<file path="src/rtl/sipo_deframer.sv">
// Serial-in parallel-out deframer: aligns on a sync strobe, reassembles
// WIDTH-bit words (MSB first) and hands them out through a one-entry
// valid/ready buffer. Sticky flags report dropped words and mid-word syncs.
module sipo_deframer #(
   parameter int unsigned WIDTH = 4
) (
   input  logic             clk,
   input  logic             reset,
   input  logic             sin,
   input  logic             sin_valid,
   input  logic             sync,
   output logic [WIDTH-1:0] dout,
   output logic             dout_valid,
   input  logic             dout_ready,
   output logic             locked,
   output logic             overrun,
   output logic             frame_err,
   input  logic             clr_flags
);

   localparam int unsigned CntW = $clog2(WIDTH + 1);
   localparam logic [CntW-1:0] LastCnt = CntW'(WIDTH - 1);

   typedef enum logic {StHunt, StLock} state_e;

   state_e           state_q, state_d;
   logic [WIDTH-1:0] shreg_q, shreg_d;
   logic [CntW-1:0]  cnt_q, cnt_d;
   logic [WIDTH-1:0] dout_q, dout_d;
   logic             dout_valid_q, dout_valid_d;
   logic             overrun_q, overrun_d;
   logic             frame_err_q, frame_err_d;

   logic [WIDTH-1:0] shifted;
   logic             word_done;
   logic             fe_set;
   logic             ov_set;

   assign shifted = {shreg_q[WIDTH-2:0], sin};

   // Alignment FSM: hunt for sync, then count bits into back-to-back words.
   always_comb begin
      state_d   = state_q;
      shreg_d   = shreg_q;
      cnt_d     = cnt_q;
      word_done = 1'b0;
      fe_set    = 1'b0;
      unique case (state_q)
         StHunt: begin
            if (sin_valid && sync) begin
               shreg_d = shifted;
               cnt_d   = CntW'(1);
               state_d = StLock;
            end
         end
         StLock: begin
            if (sin_valid) begin
               shreg_d = shifted;
               if (sync && (cnt_q != '0)) begin
                  // Partial word is abandoned; this bit becomes the new MSB.
                  fe_set = 1'b1;
                  cnt_d  = CntW'(1);
               end else if (cnt_q == LastCnt) begin
                  word_done = 1'b1;
                  cnt_d     = '0;
               end else begin
                  cnt_d = cnt_q + CntW'(1);
               end
            end
         end
         default: state_d = StHunt;
      endcase
   end

   // Output buffer and sticky flags; a set event beats a same-cycle clear.
   always_comb begin
      dout_d       = dout_q;
      dout_valid_d = dout_valid_q;
      ov_set       = 1'b0;
      if (word_done) begin
         if (!dout_valid_q || dout_ready) begin
            dout_d       = shifted;
            dout_valid_d = 1'b1;
         end else begin
            ov_set = 1'b1;
         end
      end else if (dout_valid_q && dout_ready) begin
         dout_valid_d = 1'b0;
      end
      overrun_d   = (overrun_q & ~clr_flags) | ov_set;
      frame_err_d = (frame_err_q & ~clr_flags) | fe_set;
   end

   // State registers with asynchronous active-low reset.
   always_ff @(posedge clk or negedge reset) begin
      if (!reset) begin
         state_q      <= StHunt;
         shreg_q      <= '0;
         cnt_q        <= '0;
         dout_q       <= '0;
         dout_valid_q <= 1'b0;
         overrun_q    <= 1'b0;
         frame_err_q  <= 1'b0;
      end else begin
         state_q      <= state_d;
         shreg_q      <= shreg_d;
         cnt_q        <= cnt_d;
         dout_q       <= dout_d;
         dout_valid_q <= dout_valid_d;
         overrun_q    <= overrun_d;
         frame_err_q  <= frame_err_d;
      end
   end

   assign dout       = dout_q;
   assign dout_valid = dout_valid_q;
   assign locked     = (state_q == StLock);
   assign overrun    = overrun_q;
   assign frame_err  = frame_err_q;

endmodule

</file>
<file path="config.mk">
export PLATFORM = sky130hd
export DESIGN_NAME = sipo_deframer
export DESIGN_NICKNAME = d
export VERILOG_FILES = /design/src/rtl/sipo_deframer.sv
export SDC_FILE = /design/constraint.sdc
export NUM_CORES = 1
export LEC_CHECK = 0
export CAP_MARGIN = 40
export CORE_MARGIN = 5
export CORE_UTILIZATION = 41
export DETAILED_ROUTE_END_ITERATION = 6
export PLACE_DENSITY = 0.71
export SLEW_MARGIN = 40
export SYNTH_ARGS = -nofsm -noshare
export SYNTH_HDL_FRONTEND = slang
export SYNTH_SLANG_ARGS = --single-unit
export TNS_END_PERCENT = 100
</file>
<file path="constraint.sdc">
create_clock -name clk -period 1.6 [get_ports clk]
set_clock_uncertainty 0.15 [all_clocks]
set_input_delay 0.32 -clock clk [delete_from_list [all_inputs] [get_ports clk]]
set_output_delay 0.32 -clock clk [all_outputs]
set_load 0.01 [all_outputs]
</file>
**Yosys cells after proc, flatten, opt, wreduce, memory -nomap -nowiden**

Index checks and enable logic that the tools add are counted.

- Logic and storage cells: 50
- Register bits: 14
- Output and inout bits: 8
- Input bits: 7

- Mux-type cells: 22
- Add/sub/neg operators: 1
- Bitwise gates (word level): 6
- Reductions and logical operators: 10
- Eq/ne operators: 4

Operators by type and width:

| kind | count |
|---|---|
| two-way mux 3 bit | 6 |
| two-way mux 1 bit | 14 |
| case mux 3 bit (2 select lines) | 2 |
| AND reduction 2 bit | 3 |
| != test 2 bit (second input constant) | 2 |
| adder 3 x 1 -> 3 bit (second input constant) | 1 |
| == test 3 x 2 -> 1 bit (second input constant) | 1 |
| logical AND 1 bit | 3 |
| nonzero test 3 bit | 1 |
| bitwise AND 1 bit | 2 |
| != test 2 x 1 -> 1 bit (second input constant) | 1 |
| inverter 1 bit | 2 |
| bitwise OR 1 bit | 2 |
| nonzero test 2 bit | 1 |
| zero test 1 bit | 1 |
| logical OR 1 bit | 1 |

**Longest topological paths before layout**

- Word-level depth: 7
- Gate-level depth with buffers: 5
- Gate-level depth less buffers: 5

**Worst setup path before layout**

No wires, ideal clock.

- Kind: reg-to-reg
- From: register cnt_q[0]
- To: register dout_q[0] (netlist: dout[0])
- Setup time: 125 ps
- Path slack: -116 ps
- Data arrival time: 1441 ps
- Stages on the path, launching flop included: 6
- Period minus slack after synthesis: 1716 ps
- Required time: 1325 ps
- Path buffers: 0
- Path through: dfrtp_1 -> inv_1 -> ha_1 -> nor2b_4 -> nor4b_4 -> mux2_4

- Cells in the longest elaborated chain, start to end: 6
- Elaborated cells on any way between the ends: 8
- Those cells by class: eq/ne: 1; mux: 4; reduce/logical: 3

RTL lines:

| what | line | RTL |
|---|---|---|
| from (decl) | 28 | `logic [CntW-1:0] cnt_q, cnt_d;` |
| from (signal assigned) | 107 | `cnt_q <= cnt_d;` |
| == test 3 x 2 -> 1 bit / nonzero test 3 bit (equally long branches) | 63, 59 |  |
| two-way mux 1 bit / logical AND 1 bit (equally long branches) | 63, 59 |  |
| two-way mux 1 bit * | 59 | `if (sync && (cnt_q != '0)) begin` |
| two-way mux 1 bit * | 57 | `if (sin_valid) begin` |
| two-way mux 1 bit * | 48 | `unique case (state_q)` |
| AND reduction 2 bit (no line) * | - |  |
| to (signal assigned) | 108 | `dout_q <= dout_d;` |
| to (decl) | 29 | `logic [WIDTH-1:0] dout_q, dout_d;` |

Mark *: on every way between the ends. The rest lies on a longest branch, timed or not.
A chain may end at the register's enable or synchronous reset.

**Worst setup path in the final report**

- From: register cnt_q[1]
- To: register dout_q[0] (netlist: dout[0])

The elaborated chain is that of the path after synthesis.

==> results.toml <==
[run_status]
status = "complete, but fails checks"
violations = "setup timing"

[setup_path]
crit_cells = 5
required_ns = 1.62
end_kind = "flip-flop"
critical-path-top-delay-family = "flip-flops"
worstPathArrival_ns = 1.70
max_stage_delay_ns = 0.39
path_buf_inv = 1
critPathLaunchType = "flip-flop"
crit_type = "reg2reg"
slowest_stage = "dfrtp_1"
worstRegToRegCells = 5
critPathMaxFanout = 4
crit_chain = "ha_2, nand2b_4, nor4b_4, buf_4, mux2_4"

[global_routing]
grt_usage_pct = 10.44
antenna_found_initial = 0
grt_pass1_vias = 449
grt_first_pass_wirelength_um = 1904
grt_max_degree = 15
overflow = 0

[synth]
synth_cell_type_count = 17
synth.area.top_cells = "dfrtp_1, mux2_4, mux2_2"
yosysSeqAreaShare_pct = 56.00
ys_ff_latch = 14
syn_area_um2 = 625.6
yosysWarnings = 0
synth_top_area_share_pct = 56.00
syn_area_per_cell_um2 = 13.60
syn-num-nets = 55
yosysTopAreaCell = "dfrtp_1"
syn_inst = 46

[detailed_routing]
avgViaCountPerCell = 5.000
drc = 0
wl_per_cell_um = 12.62
vias = 450
routed_wl_um = 1136
drt_iter0_markers = 2
ant_nets = 0
firstDrtPassIters = 4

[timing]
worst_pin_slew_ns = 0.2232
hold_violations = 0
finalWorstSetupSlack_ns = -0.07547
setup_tns_ns = -0.2724
period_share_pct = 104.7
relSlewSlack_pct = 85.12
max_freq_mhz = 596.8
finalSetupViolCount = 4
layout_min_cycle_time_ns = 1.675
grt_setup_unrepaired = "true"
drv_slew = 0

[clock_network]
clock_latency_ns = 0.28
clk_pin_slew_ns = 0.09
cts_max_path_buffers = 2
cts_made_buffers = 3
clock-sinks = 14
cts_root_buf = "clkbuf_4"
htreeDepth = 1
tritoncts = "built"

[floorplan]
dieArea_mm2 = 0.002407
coreArea_mm2 = 0.001471
top_level_ports = 15
die_w_um = 49.06
rows = 14
die_h_um = 49.06
start_util_pct = 42.52

[min_path]
hold_path.class = "in2async"

[cells_and_area]
areaGrowthSynthToFinish_pct = 47.00
n_antenna_cell = 0
nFillCells = 122
final_cell_area_um2 = 919.6
nets = 84
utilization_pct = 62.50
drive_above_1_share_pct = 40.54

[place]
hpwl_um = 826.1
dpl-instance-area_um2 = 858.3
place_ws_ns = -0.2931
globalplace.congestion = 0.7901
io_buffers = 14

[power]
p_per_area_mw_per_mm2 = 1364
ir_drop_uv = 820.0
power_mw = 1.255
power_leakage_nw = 0.4375

[flow_run]
max_cap_violations = 0
-- power breakdown --
part           leakage [nW]  internal (mW)  switching [mW]
sequential            0.169          0.451          0.0540
combinational         0.247          0.292           0.199
clock                0.0210          0.138           0.120
-- metal layers --
| metal | share of wire, % | GRT usage, % | wire, um |
|---|---|---|---|
| met5 | 0 | 0 | 0 |
| met4 | 1.1 | 6.726 | 12 |
| met3 | 5.5 | 3.976 | 62 |
| met2 | 46 | 15.67 | 523 |
| met1 | 47 | 12.26 | 537 |
-- sequential cells by signal, indices dropped and copies added (netlist names) --
name,cells
frame_err,1
dout_valid,1
overrun,1
cnt_q,3
dout,4
locked,1
shreg_q,3
-- stage by stage --
stage	std cells	hold slack, ns
floorplan	46	-0.1256
global placement	84	0.3392
detailed placement	84	0.3497
CTS	90	0.1810
global route	90	0.1955
finish	90	0.1800
-- cells in the mapped netlist (all sizes together) --
| master | number |
|---|---|
| o22ai | 2 |
| a21o | 2 |
| mux2 | 7 |
| nand2b | 3 |
| nor4b | 1 |
| dfrtp | 14 |
| inv | 4 |
| nor2b | 1 |
| nand2 | 3 |
| a22o | 1 |
| o21ai | 1 |
| a21boi | 1 |
| or3 | 1 |
| a221oi | 1 |
| a21oi | 2 |
| ha | 2 |
-- worst paths after layout --
kind | end | start | slack (ns)
max | dout[0]$_DFFE_PN0P_ | cnt_q[1]$_DFFE_PN0P_ | -0.08
min | locked$_DFF_PN0_ | reset | 0.18
max reg2reg | dout[0]$_DFFE_PN0P_ | cnt_q[1]$_DFFE_PN0P_ | -0.08
min reg2reg | dout[1]$_DFFE_PN0P_ | dout[1]$_DFFE_PN0P_ | 0.36
max in group asynchronous | dout[2]$_DFFE_PN0P_ | reset | 0.95
min in group clk | dout[1]$_DFFE_PN0P_ | dout[1]$_DFFE_PN0P_ | 0.36
-- final cells by class --
cell class              count  area [um2]  area share (%)
clock buffers               4       36.28           3.946
inverters                   4       15.01           1.633
multi-input cells          28       292.8           31.84
repair buffers             24       205.2           22.31
flip-flops and latches     14       350.3           38.10
well taps                  16       20.02           2.177
-- cells by family after synthesis --
family / share of synthesized area [%]
AND/OR/NAND/NOR: 11.80
adder cells (fa/ha/maj): 3.999
flip-flops: 56.00
buffers and inverters: 2.399
multiplexers: 15.00
AO/OA/AOI/OAI: 10.80
-- what timing repair did --
item | in CTS | in global routing
hold buffers | 0 | 0
pin swaps | 3 | 0
endpoints found under the setup margin | 12 | 8
setup buffers | 2 | 0
resized for setup | 11 | 2
-- placed cells by master, fill, tap and decap left out, types with 2 or more instances in the layout --
cell / synthesis / layout
a21o_1: 2 / 2
a21oi_1: 2 / 2
buf_4: 0 / 10
clkbuf_4: 0 / 3
clkdlybuf4s50_1: 0 / 6
dfrtp_1: 14 / 14
dlygate4sd2_1: 0 / 8
inv_1: 4 / 2
inv_2: 0 / 2
mux2_2: 3 / 3
mux2_4: 4 / 4
nand2_1: 3 / 3
nand2b_1: 3 / 2
Note: power is estimated with default switching activity, not from simulation.
